==> src/rtl/vape_dma_master.sv <==
// vape_dma_master
//   Bus-master DMA engine. Copies cfg_len 16-bit words from cfg_src to cfg_dst
//   over an openMSP430-style DMA port. Each word is one read handshake, one
//   capture cycle and one write handshake.
//
// Ports
//   clk, reset_n          clock, asynchronous active-low reset
//   cfg_src/dst/len       transfer setup, latched on an accepted start
//   start, abort          one-cycle request / stop at next handshake boundary
//   busy, done, err       status (done is a one-cycle pulse, err is sticky)
//   words_left            remaining word count
//   dma_addr/en/we/din    registered bus request
//   dma_dout/ready/resp   bus read data, accept, error response
module vape_dma_master #(
  parameter logic [15:0] MAX_LEN = 16'hFFFF
) (
  input  logic        clk,
  input  logic        reset_n,
  input  logic [15:0] cfg_src,
  input  logic [15:0] cfg_dst,
  input  logic [15:0] cfg_len,
  input  logic        start,
  input  logic        abort,
  output logic        busy,
  output logic        done,
  output logic        err,
  output logic [15:0] words_left,
  output logic [15:0] dma_addr,
  output logic        dma_en,
  output logic [1:0]  dma_we,
  output logic [15:0] dma_din,
  input  logic [15:0] dma_dout,
  input  logic        dma_ready,
  input  logic        dma_resp
);

  typedef enum logic [1:0] {IDLE, RD, RDATA, WR} state_e;

  state_e      state_q, state_d;
  logic [15:0] src_q, src_d, dst_q, dst_d, cnt_q, cnt_d;
  logic [15:0] addr_q, addr_d, din_q, din_d;
  logic        busy_q, busy_d, done_q, done_d, err_q, err_d;
  logic        en_q, en_d, stop_q, stop_d;
  logic [1:0]  we_q, we_d;
  logic        acc, fin;
  logic [16:0] len_diff;
  logic [15:0] len_clamp;

  assign acc = en_q & dma_ready;

  // Borrow out of MAX_LEN - cfg_len means cfg_len exceeds the limit.
  assign len_diff  = {1'b0, MAX_LEN} - {1'b0, cfg_len};
  assign len_clamp = len_diff[16] ? MAX_LEN : cfg_len;

  always_comb begin
    state_d = state_q;
    src_d   = src_q;
    dst_d   = dst_q;
    cnt_d   = cnt_q;
    addr_d  = addr_q;
    din_d   = din_q;
    busy_d  = busy_q;
    done_d  = 1'b0;
    err_d   = err_q;
    en_d    = en_q;
    we_d    = we_q;
    stop_d  = stop_q;
    fin     = 1'b0;
    case (state_q)
      IDLE: begin
        if (start) begin
          if (cfg_len != 16'd0) begin
            src_d   = cfg_src & 16'hFFFE;
            dst_d   = cfg_dst & 16'hFFFE;
            cnt_d   = len_clamp;
            err_d   = 1'b0;
            stop_d  = 1'b0;
            busy_d  = 1'b1;
            state_d = RD;
            en_d    = 1'b1;
            we_d    = 2'b00;
            addr_d  = cfg_src & 16'hFFFE;
          end else begin
            done_d = 1'b1;
          end
        end
      end
      RD: begin
        if (acc) begin
          state_d = RDATA;
          en_d    = 1'b0;
          // Abort coinciding with read accept: finish this word, then stop.
          stop_d  = abort;
        end else if (abort) begin
          fin = 1'b1;
        end
      end
      RDATA: begin
        din_d = dma_dout;
        if (dma_resp) begin
          err_d = 1'b1;
          fin   = 1'b1;
        end else if (abort) begin
          fin = 1'b1;
        end else begin
          state_d = WR;
          en_d    = 1'b1;
          we_d    = 2'b11;
          addr_d  = dst_q;
        end
      end
      WR: begin
        if (acc) begin
          src_d = src_q + 16'd2;
          dst_d = dst_q + 16'd2;
          cnt_d = cnt_q - 16'd1;
          if (dma_resp) begin
            err_d = 1'b1;
            fin   = 1'b1;
          end else if ((cnt_d == 16'd0) || abort || stop_q) begin
            fin = 1'b1;
          end else begin
            state_d = RD;
            we_d    = 2'b00;
            addr_d  = src_d;
          end
        end else if (abort) begin
          fin = 1'b1;
        end
      end
      default: state_d = IDLE;
    endcase
    if (fin) begin
      state_d = IDLE;
      busy_d  = 1'b0;
      done_d  = 1'b1;
      en_d    = 1'b0;
      we_d    = 2'b00;
    end
  end

  always_ff @(posedge clk or negedge reset_n) begin
    if (!reset_n) begin
      state_q <= IDLE;
      src_q   <= 16'd0;
      dst_q   <= 16'd0;
      cnt_q   <= 16'd0;
      addr_q  <= 16'd0;
      din_q   <= 16'd0;
      busy_q  <= 1'b0;
      done_q  <= 1'b0;
      err_q   <= 1'b0;
      en_q    <= 1'b0;
      we_q    <= 2'b00;
      stop_q  <= 1'b0;
    end else begin
      state_q <= state_d;
      src_q   <= src_d;
      dst_q   <= dst_d;
      cnt_q   <= cnt_d;
      addr_q  <= addr_d;
      din_q   <= din_d;
      busy_q  <= busy_d;
      done_q  <= done_d;
      err_q   <= err_d;
      en_q    <= en_d;
      we_q    <= we_d;
      stop_q  <= stop_d;
    end
  end

  assign busy       = busy_q;
  assign done       = done_q;
  assign err        = err_q;
  assign words_left = cnt_q;
  assign dma_addr   = addr_q;
  assign dma_en     = en_q;
  assign dma_we     = we_q;
  assign dma_din    = din_q;

endmodule

==> config.mk <==
export PLATFORM = sky130hd
export DESIGN_NAME = vape_dma_master
export DESIGN_NICKNAME = d
export VERILOG_FILES = /design/src/rtl/vape_dma_master.sv
export SDC_FILE = /design/constraint.sdc
export NUM_CORES = 1
export LEC_CHECK = 0
export CAP_MARGIN = 20
export CORE_UTILIZATION = 50
export DETAILED_ROUTE_END_ITERATION = 6
export PLACE_DENSITY = 0.81
export REMOVE_ABC_BUFFERS = 1
export SYNTH_ARGS = -nofsm -noshare
export SYNTH_HDL_FRONTEND = slang
export SYNTH_SLANG_ARGS = --single-unit
==> constraint.sdc <==
create_clock -name clk -period 3.9 [get_ports clk]
set_input_delay 0.78 -clock clk [delete_from_list [all_inputs] [get_ports clk]]
set_output_delay 0.78 -clock clk [all_outputs]
set_load 0.005 [all_outputs]
# Word level (Yosys, flattened, before mapping)

Index checks and enable logic that the tools add are counted.

Flip-flop bits (word level): 89
Output and inout bits: 54
Word-level logic and storage cells: 120

Add/sub/neg operators: 4
Equal/unequal tests: 19
Multiplexer cells: 63
Bitwise gates (word level): 1
Reduce and logical (&&, ||, !) cells: 21

Operators by type and width:

| cell                     | count |
|---|---|
| $mux W16                 | 15 |
| $pmux W16 S2             | 3 |
| $pmux W16 S3             | 1 |
| $add A16 B2 Y16 const B  | 2 |
| $mux W2                  | 15 |
| $ne A3 B3 Y1 const B     | 8 |
| $reduce_and A8 Y1        | 3 |
| $mux W1                  | 23 |
| $sub A16 B16 Y17 const A | 1 |
| $logic_not A16 Y1        | 1 |
| $ne A2 B2 Y1 const B     | 8 |
| $reduce_bool A16 Y1      | 1 |
| $sub A16 B1 Y16 const B  | 1 |
| $reduce_and A4 Y1        | 3 |
| $reduce_bool A2 Y1       | 5 |
| $pmux W1 S3              | 3 |
| $pmux W2 S4              | 1 |
| $reduce_bool A4 Y1       | 2 |
| $pmux W2 S3              | 1 |
| $reduce_and A6 Y1        | 1 |
| $eq A2 B2 Y1 const B     | 2 |
| $reduce_and A3 Y1        | 1 |
| $reduce_bool A3 Y1       | 1 |
| $eq A2 B1 Y1 const B     | 1 |
| 4 further kinds          | 5 |

# Depth between registers and ports, before layout

Depth in word-level cells: 10
Gate-level depth with buffers: 12
Depth with buffers taken out: 9

# Worst setup path after synthesis

Ideal clock, no wire load.

Path kind: register -> register
Start: register cnt_q[2] (netlist: words_left[2])
End: register addr_q[10] (netlist: dma_addr[10])
Data arrival time: 2.669 ns
Data required time: 3.773 ns
Slack: 1.103 ns
Cell stages (with the launch flop): 11
Period minus slack after synthesis: 2.797 ns
Path through: dfrtp_1 > buf_6 > or4_1 > buf_2 > o41ai_2 > o211ai_1 > nor4_1 > o21ai_2 > nand3_2 > buf_6 > mux2_1

Cells in the longest elaborated chain, start to end: 6

RTL lines:

| element                            | RTL line | text |
|---|---|---|
| start, declared                    | 40       | `logic [15:0] src_q, src_d, dst_q, dst_d, cnt_q, cnt_d;` |
| start signal, assigned             | 160      | `cnt_q <= cnt_d;` |
| $sub A16 B1 Y16                    | 116      | `cnt_d = cnt_q - 16'd1;` |
| $logic_not A16 Y1                  | 120      | `end else if ((cnt_d == 16'd0) \|\| abort \|\| stop_q) begin` |
| $logic_or A1 B1 Y1 (2 in series)   | 120      |  |
| $ne A2 B2 Y1 (no source line)      | -        |  |
| $reduce_and A8 Y1 (no source line) | -        |  |
| end signal, assigned               | 161      | `addr_q <= addr_d;` |
| end, declared                      | 41       | `logic [15:0] addr_q, addr_d, din_q, din_d;` |

Every way passes these cells.
A chain may end at the register's enable or synchronous reset.

# Worst setup path in the final report

Start: register cnt_q[4] (netlist: words_left[4])
End: register addr_q[3] (netlist: dma_addr[3])

The elaborated chain is that of the path after synthesis.

==> summary.md <==
| Metric | Value |
|---|---|
| Outcome | complete, no violations |
| Comb power frac | 54.3% |
| Worst slew margin | 42.8% |
| Number of placed I/O pins | 124 |
| Net load switching power | 2.39 mW |
| Number of synthesized flops with an enable pin | 0 |
| Die outline width | 101 µm |
| Arr. time, crit path | 3.93 ns |
| Synth Register Bits | 86 |
| Height of the die | 101 µm |
| Cts bufs inserted | 9 |
| Worst skew pair latency | 0.36 ns |
| Drt pass-1 iters | 5 |
| Gate Count Post-Synth | 539 |
| Final count of negative-setup-slack endpoints | 0 |
| Nets | 728 |
| Final weighted congestion in routability-driven placement | 0.908 |
| Cell type with the highest aggregate area in the netlist | dfrtp_1 |
| Setup repair after global routing missed its margin | false |
| Fraction of the yosys area taken by sequential cells | 43.7% |
| Primary FF master, synth | dfrtp_1 |
| Site row count | 35 |
| Startpoint Class | flip-flop |
| Top area cells in the synthesized netlist | dfrtp_1 (44%), o21ai_0 (6.1%), a21oi_1 (5.3%) |
| Highest Clock Rate | 271 MHz |
| Clock net sink count | 86 |
| Routed WL | 14000 µm |
| Top post-synthesis cells by count | dfrtp_1 (86), o21ai_0 (60), a21oi_1 (52) |
| PostCTS Resize Cnt | 0 |
| Fraction of synthesized cell area taken by the top area cell type | 43.7% |
| Total gr overflow | 0 |
| Maximum fanout encountered on the critical timing path | 16 |
| CTS H-Tree Depth | 3 |
| Via count of the routed design | 4853 |
| Slew at the pin closest to its max-slew limit | 0.850 ns |
| Distinct cells, synth | 51 |
| Seq pwr share | 33.8% |
| Share of total power in the clock network | 11.9% |
| Final hold slack | 0.410 ns |
| Number of buffers and inverters on the critical path | 0 |
| Share of post-route cells with drive strength above 1 | 9.77% |
| Post-route setup slack | 0.213 ns |
| Via/cell ratio | 6.19 |
| Die area | 10300 µm² |
| Initial antenna violation count | 0 |
| Syn Std Cell Area | 4930 µm² |
| CTS root buf | clkbuf_8 |
| Hold Buf Count CTS | 0 |
| Antenna fix cells | 0 |
| Average wire per cell in the routed design | 17.9 µm |
| Accumulated negative setup slack | 0 ns |
| Synth Area per Inst | 9.14 µm² |
| Number of slew-limit violations in the final report | 0 |
| Slowest cell delay on critical path | 0.70 ns |
| Worst setup slack after placement | 0.473 ns |
| Static Leak | 2.53 nW |
| Library cell with the highest instance count after synthesis | dfrtp_1 |
| Combined global-route utilization of all metal layers | 28.5% |
| CP top delay family | simple AND/OR/NAND/NOR gates |
| Worst Hold Class | input pin to async pin |
| Total number of yosys warnings | 0 |
| Starting density of the core | 52.3% |
| Element type at the critical path end | flip-flop |
| Placed standard-cell area | 6260 µm² |
| Net Sw Frac | 43.0% |
| Largest net degree at the start of global routing | 87 |
| Min Tclk post-route | 3.69 ns |
| Remaining number of nets flagged by the antenna check after routing | 0 |
| Required @ worst endpoint | 4.14 ns |
| First DRT Iteration DRCs | 314 |
| Cell area after layout | 6480 µm² |
| Number of buffers added on ports | 121 |
| Post CTS Setup Buffer Count | 0 |
| Final Cycle Share | 94.5% |
| Total DRC errors in the routed layout | 0 |
| Start-to-end type of the worst setup path | flip-flop to flip-flop |
| Cell area power density | 856 nW/µm² |
| Internal cell power | 3.16 mW |
| Max-cap violation count | 0 |
| Number of hold violations in the final report | 0 |
| Wire length of the first global-routing pass | 23000 µm |
| Post-detailed-placement half-perimeter wirelength | 9600 µm |
| Critical-path top delay cell | or4_1 |
| Deepest clock path buffer count | 2 |
| Placeable core region | 9420 µm² |
| Clock tree from TritonCTS | done |
| Fin Clk Skew | 0.0188 ns |
| Post-synthesis to final-layout area growth | 31.6% |
| Vias in the first global route | 4720 |
| Async S/R FF share, synth | 100% |
| Clk slew on worst S/H paths | 0.10 ns |
| Highest ir drop seen on vdd | 507 µV |
| List of cells traversed by the critical path | or4_1, o41ai_2, o211ai_1, nor4_1, o21ai_2, nand3_2, mux2_2 |
## registers in the layout, summed over array words and instances (netlist names)
| signal | cells |
|---|---|
| dma_we | 1 |
| words_left | 16 |
| stop_q | 1 |
| dma_en | 1 |
| busy | 1 |
| state_q | 2 |
| done | 1 |
| dma_addr | 16 |
| dma_din | 16 |
| err | 1 |
| dst_q | 15 |
| src_q | 15 |
## worst reg2reg max path, cell delays in order, from the launching register on
cell	delay, ns
dfrtp_1	0.48
or4_1	0.70
o41ai_2	0.44
o211ai_1	0.19
nor4_1	0.68
o21ai_2	0.22
nand3_2	0.44
mux2_2	0.41
## power groups by stage
| stage | clock, mW | combinational (mW) | sequential (mW) |
|---|---|---|---|
| 6_report | 0.661 | 3.01 | 1.88 |
| 3_5_place_dp | 0 | 2.98 | 1.88 |
| 4_1_cts | 0.671 | 3.01 | 1.86 |
| 3_3_place_gp | 0 | 2.87 | 1.84 |
| 5_1_grt | 0.702 | 3.32 | 1.95 |
| 2_1_floorplan | 0 | 1.74 | 1.79 |
## layout make-up
| class | instances | area [µm²] |
|---|---|---|
| flip-flops and latches | 86 | 2150 |
| inverters | 11 | 41.3 |
| clock buffers | 9 | 124 |
| repair buffers | 133 | 1320 |
| fillers | 751 | 2930 |
| clock inverters | 7 | 80.1 |
| multi-input cells | 409 | 2600 |
| well taps | 129 | 161 |
## layer usage
metal	global-route usage, %	wire length, µm	up-vias
met5	0	0	-
met4	9.48	234	0
met3	4.97	1000	20
met2	47.0	6870	217
met1	38.0	5900	2366
li1	-	-	2250
## placed cells by master (no fill, tap or decap), types with 10 or more instances in the layout
master / n
inv_1: 10
dfrtp_1: 86
nor4_1: 10
nand3_1: 42
and3_1: 15
xnor2_1: 12
clkdlybuf4s50_1: 120
o22ai_1: 35
o21ai_0: 59
buf_4: 11
nand2_1: 26
nor2_1: 31
mux2_2: 23
a21oi_1: 51
a22oi_1: 17
## logic make-up (layout without fill, tap and decap cells)
| kind of cell | Yosys count | count (layout) | share of synthesized area (%) |
|---|---|---|---|
| adder cells (fa/ha/maj) | 8 | 8 | 2.03 |
| multiplexers | 35 | 35 | 7.92 |
| XOR/XNOR | 13 | 13 | 2.31 |
| AND/OR/NAND/NOR | 161 | 161 | 16.6 |
| AO/OA/AOI/OAI | 192 | 192 | 23.7 |
| buffers and inverters | 44 | 160 | 3.76 |
| flip-flops | 86 | 86 | 43.7 |
## final timing paths
kind	startpoint	endpoint	slack, ns	cells past startpoint
min in group clk	dma_addr[9]$_DFFE_PN0P_	dma_addr[9]$_DFFE_PN0P_	0.49	1
max in group asynchronous	reset_n	src_q[9]$_DFFE_PN0P_	2.84	2
min	reset_n	state_q[1]$_DFFE_PN0P_	0.41	1
min reg2reg	dma_addr[9]$_DFFE_PN0P_	dma_addr[9]$_DFFE_PN0P_	0.49	1
max	words_left[4]$_DFFE_PN0P_	dma_addr[3]$_DFFE_PN0P_	0.21	7
max reg2reg	words_left[4]$_DFFE_PN0P_	dma_addr[3]$_DFFE_PN0P_	0.21	7
## metrics by stage
stage	total power, mW	utilization, %	cells
finish	5.55	68.9	784
CTS	5.54	68.7	783
floorplan	3.53	-	506
global route	5.97	68.9	784
global placement	4.71	66.5	767
detailed placement	4.86	66.5	767
(Power assumes the default switching activity.)
